--- src/rtl/mmio_data_fifo.sv ---
// mmio_data_fifo: host MMIO data FIFO with a registered one-cycle read port.
// Define MMIO_DATA_FIFO_STATUS_EN to add sticky overflow/underflow flags to status.
module mmio_data_fifo #(
    parameter int WIDTH = 64,
    parameter int DEPTH = 8
) (
    input  logic                     clk,
    input  logic                     rst,
    input  logic                     wr_en,
    input  logic [WIDTH-1:0]         wr_data,
    input  logic                     rd_en,
    output logic [WIDTH-1:0]         rd_data,
    output logic                     rd_valid,
    output logic                     full,
    output logic                     empty,
    output logic [$clog2(DEPTH):0]   count,
    output logic [63:0]              status
);
    localparam int AW = $clog2(DEPTH);
    localparam logic [AW:0] L_DEPTH = (AW+1)'(DEPTH);

    logic [WIDTH-1:0] r_mem [DEPTH];
    logic [AW-1:0]    r_wr_ptr;
    logic [AW-1:0]    r_rd_ptr;
    logic [AW:0]      r_count;
    logic [WIDTH-1:0] r_rd_data;
    logic             r_rd_valid;
    logic             w_pop;
    logic             w_push;

    assign full     = r_count == L_DEPTH;
    assign empty    = r_count == '0;
    assign count    = r_count;
    assign rd_data  = r_rd_data;
    assign rd_valid = r_rd_valid;
    // A pop frees a slot in the same edge, so a full FIFO still accepts a paired push.
    assign w_pop    = rd_en && !empty;
    assign w_push   = wr_en && (!full || w_pop);

    always_ff @(posedge clk) begin
        if (w_push && !rst)
            r_mem[r_wr_ptr] <= wr_data;
    end

    always_ff @(posedge clk) begin
        if (rst) begin
            r_wr_ptr   <= '0;
            r_rd_ptr   <= '0;
            r_count    <= '0;
            r_rd_data  <= '0;
            r_rd_valid <= 1'b0;
        end else begin
            r_rd_valid <= w_pop;
            if (w_push)
                r_wr_ptr <= r_wr_ptr + AW'(1);
            if (w_pop) begin
                r_rd_ptr  <= r_rd_ptr + AW'(1);
                r_rd_data <= r_mem[r_rd_ptr];
            end
            r_count <= (w_push && !w_pop) ? r_count + (AW+1)'(1) :
                       (w_pop && !w_push) ? r_count - (AW+1)'(1) : r_count;
        end
    end

`ifdef MMIO_DATA_FIFO_STATUS_EN
    logic r_overflow;
    logic r_underflow;

    always_ff @(posedge clk) begin
        if (rst) begin
            r_overflow  <= 1'b0;
            r_underflow <= 1'b0;
        end else begin
            if (wr_en && !w_push)
                r_overflow <= 1'b1;
            if (rd_en && empty)
                r_underflow <= 1'b1;
        end
    end

    assign status = {46'b0, r_underflow, r_overflow, 7'b0, 9'(r_count)};
`else
    assign status = {55'b0, 9'(r_count)};
`endif
endmodule

--- config.mk ---
export PLATFORM = sky130hd
export DESIGN_NAME = mmio_data_fifo
export DESIGN_NICKNAME = d
export VERILOG_FILES = /design/src/rtl/mmio_data_fifo.sv
export SDC_FILE = /design/constraint.sdc
export NUM_CORES = 1
export LEC_CHECK = 0
export CAP_MARGIN = 20
export CORE_MARGIN = 4
export CORE_UTILIZATION = 35
export DETAILED_ROUTE_END_ITERATION = 7
export HOLD_SLACK_MARGIN = 0.02
export RECOVER_POWER = 50
export SLEW_MARGIN = 20
export SYNTH_ARGS = -nofsm -noshare
export SYNTH_HDL_FRONTEND = slang
export SYNTH_SLANG_ARGS = --single-unit
--- constraint.sdc ---
create_clock -name clk -period 11.1 [get_ports clk]
set_input_delay 2.22 -clock clk [delete_from_list [all_inputs] [get_ports clk]]
set_output_delay 2.22 -clock clk [all_outputs]
set_load 0.1 [all_outputs]
# Word level (Yosys, flattened, before mapping)
# Memory sizes are Yosys's and may differ from the RTL's. A register that Yosys moved wholly into a read port is not among the register bits.
# Cells that the tools add are included.
# W data, S select, Z words.
word_totals:
  ff_bits: 11
  ram_bits: 512
  inputBits: 68
  out_inout_bits: 135
  elab_cells: 27
  mem_count: 1
memory_table:
  columns: ["name", "words", "width", "read_ports", "rd_ports_with_merged_regs", "write_ports", "line_no", "rtl"]
  rows:
  - ["r_mem", 8, 64, 1, 1, 1, "22", "logic [WIDTH-1:0] r_mem [DEPTH];"]
classes:
  addsub: 4
  eq_ne: 1
  n_mux: 4
  n_reduce_logical: 13
op_table:
  columns: ["operator", "n"]
  rows:
  - ["$mux W4", 2]
  - ["$add A3 B1 Y3 const B", 2]
  - ["$logic_and A1 B1 Y1", 5]
  - ["$logic_not A1 Y1", 5]
  - ["$add A4 B1 Y4 const B", 1]
  - ["$eq A4 B4 Y1 const B", 1]
  - ["$logic_not A4 Y1", 1]
  - ["$sub A4 B1 Y4 const B", 1]
  - ["$mux W1", 2]
  - ["$reduce_bool A2 Y1", 1]
  - ["$logic_or A1 B1 Y1", 1]

# Longest topological paths before layout
logic_depth:
  word_depth: 9
  depth_mapped: 11

# Worst setup path before layout
# No wires, ideal clock.
synth_path:
  path_type: "input to register"
  startpoint: "in rst"
  endpoint: "mem r_mem[0][0] (enable)"
  t_arrival_ns: 8.693
  required_ns: 10.456
  setup_slack_ns: 1.763
  stages: 3
  path_buffers: 2
  path_cell_list: "clkbuf_1 > clkbuf_1 > nor4_1"
synth_between:
  elab_chain_len: 4
synth_rtl:
  columns: ["element", "line_no", "rtl"]
  rows:
  - ["start, declared", "8", "input logic rst,"]
  - ["$logic_not A1 Y1", "41", "if (w_push && !rst)"]
  - ["$logic_and A1 B1 Y1", "41", null]
  - ["$mux W1", "41", null]
  - ["$mux W1 (not written as such)", "42", "r_mem[r_wr_ptr] <= wr_data;"]
  - ["end, declared", "22", null]
# No other way between the ends.

# Final worst setup path
layout_path:
  startpoint: "in rd_en"
  endpoint: "mem r_mem[7][2] (enable)"
layout_between:
  elab_chain_len: 6
layout_rtl:
  columns: ["element", "line_no", "rtl"]
  rows:
  - ["start, declared", "11", "input logic rd_en,"]
  - ["$logic_and A1 B1 Y1", "37", "assign w_pop = rd_en && !empty;"]
  - ["$logic_or A1 B1 Y1", "38", "assign w_push = wr_en && (!full || w_pop);"]
  - ["$logic_and A1 B1 Y1", "38", null]
  - ["$logic_and A1 B1 Y1", "41", null]
  - ["$mux W1", "41", null]
  - ["$mux W1 (not written as such)", "42", null]
# No other way between the ends.

==> results.md <==
* Status: complete, but fails checks
* Failing checks: max-capacitance violations, max-slew violations
* Drt drc at 0
* # Post-CTS Setup Buffers at 0
* Most common cell after layout, fill and taps aside: edfxtp_1
* Routed via count at 10542
* Worst-path cell chain: dlygate4sd3_1 -> o21ai_0 -> inv_1 -> nand2_1 -> nor2_1 -> buf_4
* Synth Instances at 1093
* #FFs+latches synth at 587
* Final Hold Viols at 0
* Initial antenna violation count at 14
* CTS Hold Bufs at 0
* Synthesized area at 22270 sq um
* Largest net degree at the start of global routing at 65
* Period utilisation layout at 52.63%
* Worst min path class: flip-flop to flip-flop
* Post-CTS sizing at 0
* Worst skew pair latency at 610 ps
* All-Layer GR Usage at 14.38%
* Final nets at 1329
* I/O pins at 203
* Final setup fails at 0
* Hold endpoint: r_wr_ptr[0]
* Sequential fraction of the synthesis area at 75.79%
* Hold depth at 2
* Grt ovf at 0
* Crit path arrival time at 6080 ps
* Worst-path clk slew at 60 ps
* Synth Warn # at 0
* RSZ-0062 raised after global routing: false
* Area after DPL at 24370 sq um
* Count of cell types in the netlist at 36
* H-tree Lvls at 2
* Crit-path leading delay family: simple AND/OR/NAND/NOR gates
* Commonest non-fill, non-tap cells in the layout: edfxtp_1, mux4_2, nor2_1, clkdlybuf4s50_1, dfxtp_1
* Minimum clock period at 5842 ps
* R2R setup slack at 6730 ps
* Hold wc startpoint: r_wr_ptr[0]
* Drt total wl at 48690 um
* CTS root buf: clkbuf_16
* Worst setup EP type: flip-flop
* Max-Cap Viols at 4
* Final TNS setup at 0 ps
* Layout cells sized above 1 at 23.43%
* WP buf/inv at 3
* Fin. max-slew vios at 79
* Routed Antenna Nets at 0
* Hpwl dp at 25740 um
* CP peak stage delay at 1710 ps
* Finished Layout Cells at 2158
* Peak supply drop at 0.1546 mV
* Synth area leader: edfxtp_1
* Syn_area_per_cell at 20.37 sq um
* Drt wl/cell at 22.56 um
* Vias in the first global route at 11090
* Sequential cell area at 16880 sq um
* Router iterations before antenna repair at 5
* Slew Limit Headroom at -51.16%
* Yosys top cell area share at 69.05%
* Worst EP required at 11340 ps
* # placed instances at 2038
* Placeable Area at 63080 sq um
* Area taken by multi-input logic gates at 4793 sq um
* Clk buf depth at 3
* DR iter-0 viols at 700
* Initial Utilization at 35.30%
* Fmax at 171.2 MHz
* Total CTS buffers at 60
* RR Endpoint: r_mem[7][2]
* Rows at 92
* Crit path max fanout at 44
* Critical path class: input pin to flip-flop
* Post-Route Skew at 19.73 ps
* Full die area at 67720 sq um
* CTS tree: built
* Clock Sinks at 587
* Die Width at 260.2 um
* PwrDens at 250.6 nW/um^2
* CP startpoint kind: input pin
* RD Place Congestion at 0.6611
* Worst-path cell with the longest stage delay: nor2_1
* Area grow syn2layout at 18.30%
* Chip Height at 260.2 um
* Worst r2r src: count[0]
* Fillers at 5552
* Top cells by area, synth: edfxtp_1, mux4_2, dfxtp_1, nor3_2, buf_4
* Worst slew pin tran at 2259 ps
* Port bufs at 142
* Leak at 8.288 nW
* Cell area after layout at 26340 sq um
* Via density per instance at 4.885
* First-pass GRT wire length at 72800 um
* FF-to-FF path depth at 6
-- worst min-delay path, cell delays in order (launching register included) --
cell,delay [ps]
dfxtp_1,330
nand2_1,60
a21oi_1,60
-- cells by family after synthesis --
family / share of synthesized area [%]
compound gates: 2.124
simple gates: 4.686
xor+xnor: 0.1574
other cells: 0.01684
buf+inv: 3.815
fa+ha+maj: 0.3709
mux: 13.04
flops: 75.79
-- area by class of cell --
cell class	count	share of cell area, %
antenna	6	0.05700
clock inverter	34	1.363
sequential	587	64.10
clock buffer	79	6.089
tap	846	4.018
timing repair buffer	164	6.123
inverter	4	0.05700
multi-input combinational	438	18.20
-- routing by layer --
layer	global-route usage [%]	vias to the layer above	share of wire (%)
li1	-	4639	-
met1	19.52	5549	43
met2	23.86	276	49
met3	2.931	72	5.5
met4	3.713	6	1.9
met5	0	-	0.062
-- flip-flops by register name, indices dropped and copies added, names as in the netlist --
| name | count |
|---|---|
| r_mem | 512 |
| rd_data | 64 |
| count | 4 |
| r_rd_ptr | 3 |
| r_wr_ptr | 3 |
| rd_valid | 1 |
-- report_power, final --
part	leakage, nW	internal (mW)	switching [mW]
clock	0.943	1.18	0.815
combinational	2.10	0.585	1.37
sequential	5.25	2.54	0.108
total	8.29	4.30	2.30
-- synth_stat cells, drive strengths merged --
library cell / count
buf: 99
nor2b: 1
nand2b: 3
conb: 1
nand3: 1
edfxtp: 512
o41a: 1
nand3b: 1
nand2: 9
mux4: 128
xnor2: 2
a21oi: 6
nor3: 66
ha: 5
o22ai: 64
mux2i: 1
fa: 1
a31o: 1
o21ai: 1
a211oi: 1
nor2: 78
clkbuf: 24
xor2: 2
nor4: 3
mux2: 1
a31oi: 1
or4b: 1
inv: 4
dfxtp: 75
-- metrics by stage --
| step | setup WS [ps] | power (mW) | utilization (%) | hold slack [ps] |
|---|---|---|---|---|
| after CTS | 5971 | 6.702 | 41.75 | 495.6 |
| after detailed placement | 5343 | 4.692 | 38.63 | 487.0 |
| after floorplan | 1763 | 4.286 | - | 461.8 |
| after global placement | 5325 | 4.683 | 38.59 | 475.7 |
| after global routing | 4895 | 6.884 | 41.74 | 524.8 |
| final | 5258 | 6.600 | 41.76 | 494.1 |
-- worst max path at each step --
stage / cells after the start / slack, ps / from / endpoint
floorplan: 3 / 1760 / rst / r_mem[0][0]
global placement: 11 / 5320 / rd_en / count[3]
detailed placement: 11 / 5340 / rd_en / count[3]
CTS: 11 / 5970 / rd_en / count[3]
global route: 6 / 4890 / rd_en / r_mem[7][50]
finish: 6 / 5260 / rd_en / r_mem[7][2]
Power figures use the tool's default switching activity.
